$ cat src/rtl/mem_port_arbiter_if.sv
// Bundle of both requester ports and the memory-side port of the data-memory arbiter.
// Requester signals carry an _a or _b suffix; mem_* signals go to the banked memory.
interface mem_port_arbiter_if;
  logic        req_a;
  logic        we_a;
  logic [15:0] addr_a;
  logic [31:0] wdata_a;
  logic        gnt_a;
  logic        rvalid_a;
  logic [31:0] rdata_a;
  logic        err_a;

  logic        req_b;
  logic        we_b;
  logic [15:0] addr_b;
  logic [31:0] wdata_b;
  logic        gnt_b;
  logic        rvalid_b;
  logic [31:0] rdata_b;
  logic        err_b;

  logic [15:0] mem_address;
  logic [31:0] mem_data;
  logic        mem_wren;
  logic [31:0] mem_q;

  modport slave (
    input  req_a, we_a, addr_a, wdata_a,
    input  req_b, we_b, addr_b, wdata_b,
    input  mem_q,
    output gnt_a, rvalid_a, rdata_a, err_a,
    output gnt_b, rvalid_b, rdata_b, err_b,
    output mem_address, mem_data, mem_wren
  );

  modport master (
    output req_a, we_a, addr_a, wdata_a,
    output req_b, we_b, addr_b, wdata_b,
    output mem_q,
    input  gnt_a, rvalid_a, rdata_a, err_a,
    input  gnt_b, rvalid_b, rdata_b, err_b,
    input  mem_address, mem_data, mem_wren
  );
endinterface

$ cat src/rtl/mem_port_arbiter.sv
// Round-robin, burst-limited arbiter between the load/store unit (A) and the matrix engine (B)
// for the banked data memory; tracks the fixed read latency and routes read words back.
module mem_port_arbiter #(
  parameter int RD_LAT     = 1,
  parameter int MAX_BURST  = 4,
  parameter int ADDR_LIMIT = 8206
) (
  input logic               clock,
  input logic               reset_n,
  mem_port_arbiter_if.slave bus
);

  localparam logic [15:0] LIMIT     = 16'(ADDR_LIMIT);
  localparam logic [3:0]  BURST_LIM = 4'(MAX_BURST);

  typedef enum logic [1:0] {
    IDLE  = 2'd0,
    OWN_A = 2'd1,
    OWN_B = 2'd2
  } owner_t;

  owner_t      r_owner;
  owner_t      w_owner_next;
  logic        r_last_b;
  logic        w_last_b_next;
  logic [3:0]  r_burst_cnt;
  logic [3:0]  w_burst_next;
  logic [3:0]  w_burst_inc;
  logic        w_burst_done;

  logic        w_gnt_a;
  logic        w_gnt_b;
  logic        w_any_gnt;
  logic [15:0] w_sel_addr;
  logic [31:0] w_sel_wdata;
  logic        w_sel_we;
  logic        w_sel_oor;

  logic [RD_LAT-1:0] r_tag_valid;
  logic [RD_LAT-1:0] r_tag_own_b;
  logic [RD_LAT-1:0] r_tag_oor;
  logic              w_ret_valid;
  logic              w_ret_b;
  logic [31:0]       w_ret_data;
  logic              w_rvalid_a;
  logic              w_rvalid_b;
  logic [31:0]       r_rdata_a;
  logic [31:0]       r_rdata_b;
  logic              r_err_a;
  logic              r_err_b;

  // A burst counter above the limit can only arise while the other side was idle,
  // so treat it as exhausted the moment the other side starts waiting.
  assign w_burst_done = (r_burst_cnt >= BURST_LIM);
  assign w_burst_inc  = (r_burst_cnt == 4'hF) ? 4'hF : r_burst_cnt + 4'd1;

  always_comb begin
    w_gnt_a = 1'b0;
    w_gnt_b = 1'b0;
    case (r_owner)
      OWN_A: begin
        if (bus.req_a && !(bus.req_b && w_burst_done)) w_gnt_a = 1'b1;
        else if (bus.req_b)                            w_gnt_b = 1'b1;
      end
      OWN_B: begin
        if (bus.req_b && !(bus.req_a && w_burst_done)) w_gnt_b = 1'b1;
        else if (bus.req_a)                            w_gnt_a = 1'b1;
      end
      default: begin
        if (bus.req_a && bus.req_b) begin
          w_gnt_a = r_last_b;
          w_gnt_b = !r_last_b;
        end else begin
          w_gnt_a = bus.req_a;
          w_gnt_b = bus.req_b;
        end
      end
    endcase
  end

  always_comb begin
    w_owner_next  = IDLE;
    w_last_b_next = r_last_b;
    w_burst_next  = 4'd0;
    if (w_gnt_a) begin
      w_owner_next  = OWN_A;
      w_last_b_next = 1'b0;
      w_burst_next  = (r_owner == OWN_A) ? w_burst_inc : 4'd1;
    end else if (w_gnt_b) begin
      w_owner_next  = OWN_B;
      w_last_b_next = 1'b1;
      w_burst_next  = (r_owner == OWN_B) ? w_burst_inc : 4'd1;
    end
  end

  always_ff @(posedge clock or negedge reset_n) begin
    if (!reset_n) begin
      r_owner     <= IDLE;
      r_last_b    <= 1'b1;
      r_burst_cnt <= 4'd0;
    end else begin
      r_owner     <= w_owner_next;
      r_last_b    <= w_last_b_next;
      r_burst_cnt <= w_burst_next;
    end
  end

  assign w_any_gnt   = w_gnt_a | w_gnt_b;
  assign w_sel_addr  = w_gnt_b ? bus.addr_b  : bus.addr_a;
  assign w_sel_wdata = w_gnt_b ? bus.wdata_b : bus.wdata_a;
  assign w_sel_we    = w_gnt_b ? bus.we_b    : bus.we_a;
  assign w_sel_oor   = (w_sel_addr >= LIMIT);

  // Out-of-map accesses still consume the grant but never reach the memory.
  assign bus.gnt_a       = w_gnt_a;
  assign bus.gnt_b       = w_gnt_b;
  assign bus.mem_address = (w_any_gnt && !w_sel_oor) ? w_sel_addr : 16'h0;
  assign bus.mem_data    = w_any_gnt ? w_sel_wdata : 32'h0;
  assign bus.mem_wren    = w_any_gnt && w_sel_we && !w_sel_oor;

  always_ff @(posedge clock or negedge reset_n) begin
    if (!reset_n) begin
      r_tag_valid <= '0;
      r_tag_own_b <= '0;
      r_tag_oor   <= '0;
    end else begin
      r_tag_valid[0] <= w_any_gnt && !w_sel_we;
      r_tag_own_b[0] <= w_gnt_b;
      r_tag_oor[0]   <= w_sel_oor;
      for (int i = RD_LAT - 1; i > 0; i--) begin
        r_tag_valid[i] <= r_tag_valid[i-1];
        r_tag_own_b[i] <= r_tag_own_b[i-1];
        r_tag_oor[i]   <= r_tag_oor[i-1];
      end
    end
  end

  assign w_ret_valid = r_tag_valid[RD_LAT-1];
  assign w_ret_b     = r_tag_own_b[RD_LAT-1];
  assign w_ret_data  = r_tag_oor[RD_LAT-1] ? 32'h0 : bus.mem_q;
  assign w_rvalid_a  = w_ret_valid && !w_ret_b;
  assign w_rvalid_b  = w_ret_valid && w_ret_b;

  // Read data is presented in the return cycle and then held until that side's next return.
  always_ff @(posedge clock or negedge reset_n) begin
    if (!reset_n) begin
      r_rdata_a <= 32'h0;
      r_rdata_b <= 32'h0;
      r_err_a   <= 1'b0;
      r_err_b   <= 1'b0;
    end else begin
      if (w_rvalid_a) r_rdata_a <= w_ret_data;
      if (w_rvalid_b) r_rdata_b <= w_ret_data;
      r_err_a <= w_gnt_a && w_sel_oor;
      r_err_b <= w_gnt_b && w_sel_oor;
    end
  end

  assign bus.rvalid_a = w_rvalid_a;
  assign bus.rvalid_b = w_rvalid_b;
  assign bus.rdata_a  = w_rvalid_a ? w_ret_data : r_rdata_a;
  assign bus.rdata_b  = w_rvalid_b ? w_ret_data : r_rdata_b;
  assign bus.err_a    = r_err_a;
  assign bus.err_b    = r_err_b;

endmodule

$ cat src/flat_wrapper.sv
// flat-port wrapper written by rule: the top's interface ports become plain ports
module mem_port_arbiter_flat 
#(
  parameter int RD_LAT     = 1,
  parameter int MAX_BURST  = 4,
  parameter int ADDR_LIMIT = 8206
)
  (clock, reset_n, bus_req_a, bus_we_a, bus_addr_a, bus_wdata_a, bus_req_b, bus_we_b, bus_addr_b, bus_wdata_b, bus_mem_q, bus_gnt_a, bus_rvalid_a, bus_rdata_a, bus_err_a, bus_gnt_b, bus_rvalid_b, bus_rdata_b, bus_err_b, bus_mem_address, bus_mem_data, bus_mem_wren);
  mem_port_arbiter_if bus_i ();
  input logic clock;
  input logic reset_n;
  input wire logic [$bits(bus_i.req_a)-1:0] bus_req_a;
  input wire logic [$bits(bus_i.we_a)-1:0] bus_we_a;
  input wire logic [$bits(bus_i.addr_a)-1:0] bus_addr_a;
  input wire logic [$bits(bus_i.wdata_a)-1:0] bus_wdata_a;
  input wire logic [$bits(bus_i.req_b)-1:0] bus_req_b;
  input wire logic [$bits(bus_i.we_b)-1:0] bus_we_b;
  input wire logic [$bits(bus_i.addr_b)-1:0] bus_addr_b;
  input wire logic [$bits(bus_i.wdata_b)-1:0] bus_wdata_b;
  input wire logic [$bits(bus_i.mem_q)-1:0] bus_mem_q;
  output wire logic [$bits(bus_i.gnt_a)-1:0] bus_gnt_a;
  output wire logic [$bits(bus_i.rvalid_a)-1:0] bus_rvalid_a;
  output wire logic [$bits(bus_i.rdata_a)-1:0] bus_rdata_a;
  output wire logic [$bits(bus_i.err_a)-1:0] bus_err_a;
  output wire logic [$bits(bus_i.gnt_b)-1:0] bus_gnt_b;
  output wire logic [$bits(bus_i.rvalid_b)-1:0] bus_rvalid_b;
  output wire logic [$bits(bus_i.rdata_b)-1:0] bus_rdata_b;
  output wire logic [$bits(bus_i.err_b)-1:0] bus_err_b;
  output wire logic [$bits(bus_i.mem_address)-1:0] bus_mem_address;
  output wire logic [$bits(bus_i.mem_data)-1:0] bus_mem_data;
  output wire logic [$bits(bus_i.mem_wren)-1:0] bus_mem_wren;
  assign bus_i.req_a = bus_req_a;
  assign bus_i.we_a = bus_we_a;
  assign bus_i.addr_a = bus_addr_a;
  assign bus_i.wdata_a = bus_wdata_a;
  assign bus_i.req_b = bus_req_b;
  assign bus_i.we_b = bus_we_b;
  assign bus_i.addr_b = bus_addr_b;
  assign bus_i.wdata_b = bus_wdata_b;
  assign bus_i.mem_q = bus_mem_q;
  assign bus_gnt_a = bus_i.gnt_a;
  assign bus_rvalid_a = bus_i.rvalid_a;
  assign bus_rdata_a = bus_i.rdata_a;
  assign bus_err_a = bus_i.err_a;
  assign bus_gnt_b = bus_i.gnt_b;
  assign bus_rvalid_b = bus_i.rvalid_b;
  assign bus_rdata_b = bus_i.rdata_b;
  assign bus_err_b = bus_i.err_b;
  assign bus_mem_address = bus_i.mem_address;
  assign bus_mem_data = bus_i.mem_data;
  assign bus_mem_wren = bus_i.mem_wren;
  mem_port_arbiter #(.RD_LAT(RD_LAT), .MAX_BURST(MAX_BURST), .ADDR_LIMIT(ADDR_LIMIT)) u_core (.clock(clock), .reset_n(reset_n), .bus(bus_i));
endmodule
$ cat config.mk
export PLATFORM = sky130hd
export DESIGN_NAME = mem_port_arbiter_flat
export DESIGN_NICKNAME = d
export VERILOG_FILES = /design/src/rtl/mem_port_arbiter_if.sv /design/src/rtl/mem_port_arbiter.sv /design/src/flat_wrapper.sv
export SDC_FILE = /design/constraint.sdc
export NUM_CORES = 1
export LEC_CHECK = 0
export CAP_MARGIN = 20
export CORE_MARGIN = 4
export CORE_UTILIZATION = 36
export CTS_BUF_LIST = sky130_fd_sc_hd__clkbuf_16
export CTS_CLUSTER_DIAMETER = 200
export CTS_CLUSTER_SIZE = 25
export DETAILED_ROUTE_END_ITERATION = 12
export PLACE_DENSITY_LB_ADDON = 0.05
export SETUP_SLACK_MARGIN = 0.02
export SLEW_MARGIN = 25
export SYNTH_ARGS = -nofsm -noshare
export SYNTH_HDL_FRONTEND = slang
export SYNTH_SLANG_ARGS = --single-unit
$ cat constraint.sdc
create_clock -name clock -period 2.79 [get_ports clock]
set_clock_uncertainty 0.2 [all_clocks]
set_input_delay 0.558 -clock clock [delete_from_list [all_inputs] [get_ports clock]]
set_output_delay 0.558 -clock clock [all_outputs]
set_load 0.02 [all_outputs]
After elaboration in Yosys (flattened, before gate mapping)
Index checks and enable logic that the tools add are counted.

cells by class
  bitwise logic cells = 1
  reductions and logical operators = 20
  $lt $le $gt $ge = 2
  add/sub/neg operators = 1
  muxes and demuxes = 27
  equal/unequal tests = 3

operator list
  cell                    count
  $mux W32                5
  $mux W16                2
  $mux W4                 5
  $ge A16 B14 Y1 const B  1
  $logic_and A1 B1 Y1     13
  $mux W1                 11
  $logic_not A1 Y1        6
  $add A4 B1 Y4 const B   1
  $eq A4 B4 Y1 const B    1
  $ge A4 B3 Y1 const B    1
  $mux W2                 2
  $pmux W1 S2             2
  $eq A2 B1 Y1 const B    1
  $eq A2 B2 Y1 const B    1
  $reduce_bool A2 Y1      1
  $or A1 B1 Y1            1

word-level totals
  output and inout port bits = 119
  flip-flop bits (word level) = 76
  word-level logic and storage cells = 64
  input port bits = 134

Longest topological paths before layout
  depth after elaboration = 11
  gate-level depth with buffers = 8
  mapped depth without buffers = 7

Worst setup path after synthesis
OpenSTA, ideal clock, no wires.

  path type = reg2out
  start point = register u_core.r_owner[0]
  end point = output port bus_mem_address[13]
  buffers on the path = 1
  arrival time = 2.148 ns
  required time = 2.032 ns
  stages on the path, launching flop included = 9
  slack = -0.116 ns
  cell sequence = dfrtp_1 > inv_1 > ha_1 > o21bai_4 > o311a_1 > nand2_2 > inv_2 > buf_6 > o31ai_1

on the way
  word-level cells in the longest chain between the ends = 7
  elaborated cells between the ends (all ways) = 10
  those cells by class = 1 x order compare; 2 x eq/ne; 4 x mux; 1 x bitwise; 2 x reduce/logical

ends and longest elaborated chain
  item                                                 RTL line                 text
  from (decl)                                          mem_port_arbiter.sv:22   owner_t r_owner;
  from (signal assigned)                               mem_port_arbiter.sv:102  r_owner <= w_owner_next;
  $eq A2 B2 Y1 / $eq A2 B1 Y1 (equally long branches)  mem_port_arbiter.sv:60   case (r_owner)
  $pmux W1 S2 (*)                                      mem_port_arbiter.sv:60
  named net bus_gnt_b                                  flat_wrapper.sv:25       output wire logic [$bits(bus_i.gnt_b)-1:0] bus_gnt_b;
  $mux W16                                             mem_port_arbiter.sv:109  assign w_sel_addr = w_gnt_b ? bus.addr_b : bus.addr_a;
  $ge A16 B14 Y1                                       mem_port_arbiter.sv:112  assign w_sel_oor = (w_sel_addr >= LIMIT);
  $logic_not A1 Y1                                     mem_port_arbiter.sv:117  assign bus.mem_address = (w_any_gnt && !w_sel_oor) ? w_sel_addr : 16'h0;
  $logic_and A1 B1 Y1                                  mem_port_arbiter.sv:117
  $mux W16 (*)                                         mem_port_arbiter.sv:117
  to (decl)                                            flat_wrapper.sv:29       output wire logic [$bits(bus_i.mem_address)-1:0] bus_mem_address;

Mark *: on every way through the listed nets, which the timed path passes. The rest lies on a longest branch.

Worst setup path in the final report
  start point = input port bus_req_b
  end point = output port bus_mem_data[20]

on the way
  word-level cells in the longest chain between the ends = 7
  elaborated cells between the ends (all ways) = 17
  those cells by class = 11 x mux; 1 x bitwise; 5 x reduce/logical

ends and longest elaborated chain
  item                                             RTL line                                          text
  from (decl)                                      flat_wrapper.sv:16                                input wire logic [$bits(bus_i.req_b)-1:0] bus_req_b;
  $logic_and A1 B1 Y1                              mem_port_arbiter.sv:62                            if (bus.req_a && !(bus.req_b && w_burst_done)) w_gnt_a = 1'b1;
  $logic_not A1 Y1                                 mem_port_arbiter.sv:62
  $logic_and A1 B1 Y1                              mem_port_arbiter.sv:62
  $mux W1                                          mem_port_arbiter.sv:62
  $pmux W1 S2                                      mem_port_arbiter.sv:60
  $mux W32 / $or A1 B1 Y1 (equally long branches)  mem_port_arbiter.sv:110, mem_port_arbiter.sv:108
  $mux W32 (*)                                     mem_port_arbiter.sv:118                           assign bus.mem_data = w_any_gnt ? w_sel_wdata : 32'h0;
  to (decl)                                        flat_wrapper.sv:30                                output wire logic [$bits(bus_i.mem_data)-1:0] bus_mem_data;

Mark *: on every way between the ends. The rest lies on a longest branch, timed or not.

==> run_results.csv <==
group,metric,value,unit
run_status,status,"complete, but fails checks",
run_status,violations,"setup timing",
worst_hold_path,hold_path_class,"in2async",
worst_setup_path,critical_path_class,"in2out",
clock_network,clock_sinks,76,
synth,synth-xor-area-share,0,%
drt,first_iter_violations,283,
synth,synth_top_area_cell,"dfrtp_1",
synth,synth_common_cells,"dfrtp_1 (75), o21ai_0 (68), nand2_1 (67)",
drt,drtAntennaViolNets,0,
power,p_leak,3.52,nW
drt,vias,4196,
drt,drt-vias-per-instance,5.15,
power,switching_power,3.17,mW
synth,ys_warn_count,0,
synth,synthAdderAreaFrac,1.01,%
placed_design,pre_cts_ws,-0.797,ns
worst_setup_path,crit-reg2reg-capture,"u_core.r_burst_cnt[3]",
synth,synthFlopType,"dfrtp_1",
clock_network,clk_path_buf_depth,2,
worst_setup_path,r2r_cells,7,
synth,synth_edf_count,0,
clock_network,tritoncts,"yes",
layout,area_delta_synth_final,95.6,%
timing,rsz0062_at_grt,"true",
power,power_density,1050,nW/um^2
grt,grt-ovfl-total,0,
power,power_frac_comb,64.8,%
grt,antenna_found_initial,0,
timing,final-hold-violation-count,0,
synth,synthSimpleGateAreaFrac,16.9,%
worst_setup_path,crit_arrival,2.38,ns
run,max-cap-violations,0,
synth,syn_area,3720,um^2
timing,fin_crit_sh,113,%
layout,antenna_cells,0,
grt,grt_pass1_wl,24100,um
clock_network,cts-root-buf,"clkbuf_16",
die,start_util,37.6,%
synth,ys_types,42,
placed_design,routabilityCongestion,0.863,
synth,yosysSeqAreaShare,51.1,%
grt,grt_max_degree,77,
synth,syn_avg_cell_area,9.67,um^2
layout,fin_nets,815,
worst_setup_path,cp-startpoint,"bus_req_b",
worst_setup_path,ff2ff_setup_slack,0.36,ns
power,ir_worst_vdd,0.754,mV
timing,slew_viol_final,0,
drt,first_pass_iters,5,
worst_setup_path,required,2.03,ns
synth,synthMuxAreaShare,0,%
die,rows,36,
drt,post-route-drc-count,0,
worst_setup_path,rr_startpoint,"u_core.r_owner[1]",
synth,synth_top_area_share,50.4,%
synth,synth_compound_area_share,25.1,%
clock_network,cts_htree_levels,3,
worst_setup_path,crit_fanout,6,
clock_network,clk_pin_slew,0.05,ns
power,power_frac_seq,22.3,%
power,power.share.clock,13.0,%
worst_setup_path,start_kind,"input port",
drt,routedWlPerCell,20.3,um
clock_network,cts_buffers,9,
grt,grt_pass1_vias,4327,
grt,grt_use_total,27.0,%
synth,synth_top_family_by_area,"compound AO/OA/AOI/OAI gates",
synth,synth.area.top_cells,"dfrtp_1 (50%), o21ai_0 (9.1%), a22o_1 (7.5%), nand2_1 (6.8%), nand2b_1 (5.5%)",
placed_design,detailed_place_hpwl,12400,um
placed_design,port_buffers,250,
clock_network,clk_latency,0.33,ns
die,core,9910,um^2
die,die_x,110,um
timing,setup_ws,-0.351,ns
synth,async_flop_share,100,%
synth,syn_inst,385,
timing,fmax,318,MHz
die,die_height,110,um
drt,wirelength,16500,um
layout,fin_util,73.5,%
die,io_pins,253,
synth,synth_seq_cells,76,
power,p_int,4.45,mW
die,die-area,12000,um^2
timing,setup_viol,48,
worst_setup_path,crit_path_end_kind,"output pin",
power,swShare,41.6,%
synth,synth.most_common_cell,"dfrtp_1",
layout,layout-drive-gt1-share,23.3,%
timing,finalCriticalPeriod,3.14,ns
layout,fillers,769,
==> sequential cells by signal (all words and copies together) (netlist names), 2 cells and up <==
signal              flops
u_core.r_rdata_a       32
u_core.r_owner          2
u_core.r_burst_cnt      4
u_core.r_rdata_b       32
==> cells in the final DEF, fill, tap and decap left out, types with 5 or more instances in the layout <==
cell type / n
buf_6: 48
clkdlybuf4s50_1: 129
buf_4: 47
a22o_1: 30
nand2_1: 66
inv_1: 9
dlygate4sd2_1: 69
a32o_2: 7
buf_12: 9
dfrtp_1: 75
nand2b_1: 32
clkbuf_16: 11
nand3_1: 5
a32o_1: 7
o21ai_0: 65
==> critical path, stage by stage <==
cell	delay (ns)
clkdlybuf4s50_1	0.52
inv_1	0.07
o311a_1	0.39
o221a_4	0.17
buf_12	0.16
clkbuf_16	0.16
a22o_4	0.23
buf_6	0.13
==> through the flow <==
step | hold WS, ns | std cells | setup TNS, ns | instance area, um^2 | total power, mW
4_1_cts | 0.0637 | 811 | -12.38 | 7150 | 7.52
3_5_place_dp | 0.280 | 787 | -35.46 | 6680 | 6.18
6_report | 0.0362 | 814 | -13.31 | 7280 | 7.62
5_1_grt | 0.0746 | 814 | -16.01 | 7280 | 8.07
3_3_place_gp | 0.273 | 787 | -32.45 | 6680 | 6.12
2_1_floorplan | 0.0624 | 386 | 0 | 3730 | 3.83
==> metal layers <==
layer  up-vias  GRT usage (%)  share of wire (%)
met5         -              0                  0
met4         0           6.95                1.5
met3        22           10.5                 11
met2       189           43.7                 50
met1      2010           33.8                 38
li1       1975              -                  -
==> worst max-delay path by stage <==
stage          cells past startpoint                   to
3_3_place_gp                       7  bus_mem_address[10]
5_1_grt                            8     bus_mem_data[20]
6_report                           8     bus_mem_data[20]
2_1_floorplan                      8  bus_mem_address[13]
3_5_place_dp                       7     bus_mem_data[20]
4_1_cts                            9     bus_mem_data[20]
==> timing repair <==
| action | 4_1_cts | 5_1_grt |
|---|---|---|
| cloned | 5 | 2 |
| endpoints found under the hold margin | 0 | 0 |
| hold buffers | 0 | 0 |
| pin swaps | 13 | 10 |
| setup endpoints to repair | 113 | 51 |
| resized for setup | 361 | 31 |
| buffers inserted | 5 | 4 |
==> layout make-up <==
| type | instances | area, um^2 | share of cell area [%] |
|---|---|---|---|
| Clock buffer | 9 | 225 | 3.09 |
| Timing Repair Buffer | 312 | 3140 | 43.1 |
| Sequential cell | 76 | 1900 | 26.1 |
| Inverter | 11 | 43.8 | 0.601 |
| Multi-Input combinational cell | 268 | 1780 | 24.4 |
| Clock inverter | 5 | 22.5 | 0.309 |
| Tap cell | 133 | 166 | 2.29 |
==> cells by family after synthesis <==
family,after synthesis
AOI/OAI and AO/OA,134
and+or+nand+nor,129
DFF,76
buffers and inverters,42
adders and majority gates,3
other,1
==> power groups by stage <==
stage	Combinational, mW	Sequential, mW	Clock (mW)
6_report	4.93	1.70	0.987
3_3_place_gp	4.44	1.68	0
4_1_cts	4.83	1.69	0.997
5_1_grt	5.26	1.74	1.07
2_1_floorplan	2.16	1.67	0
3_5_place_dp	4.48	1.70	0
Power figures use the tool's default switching activity.
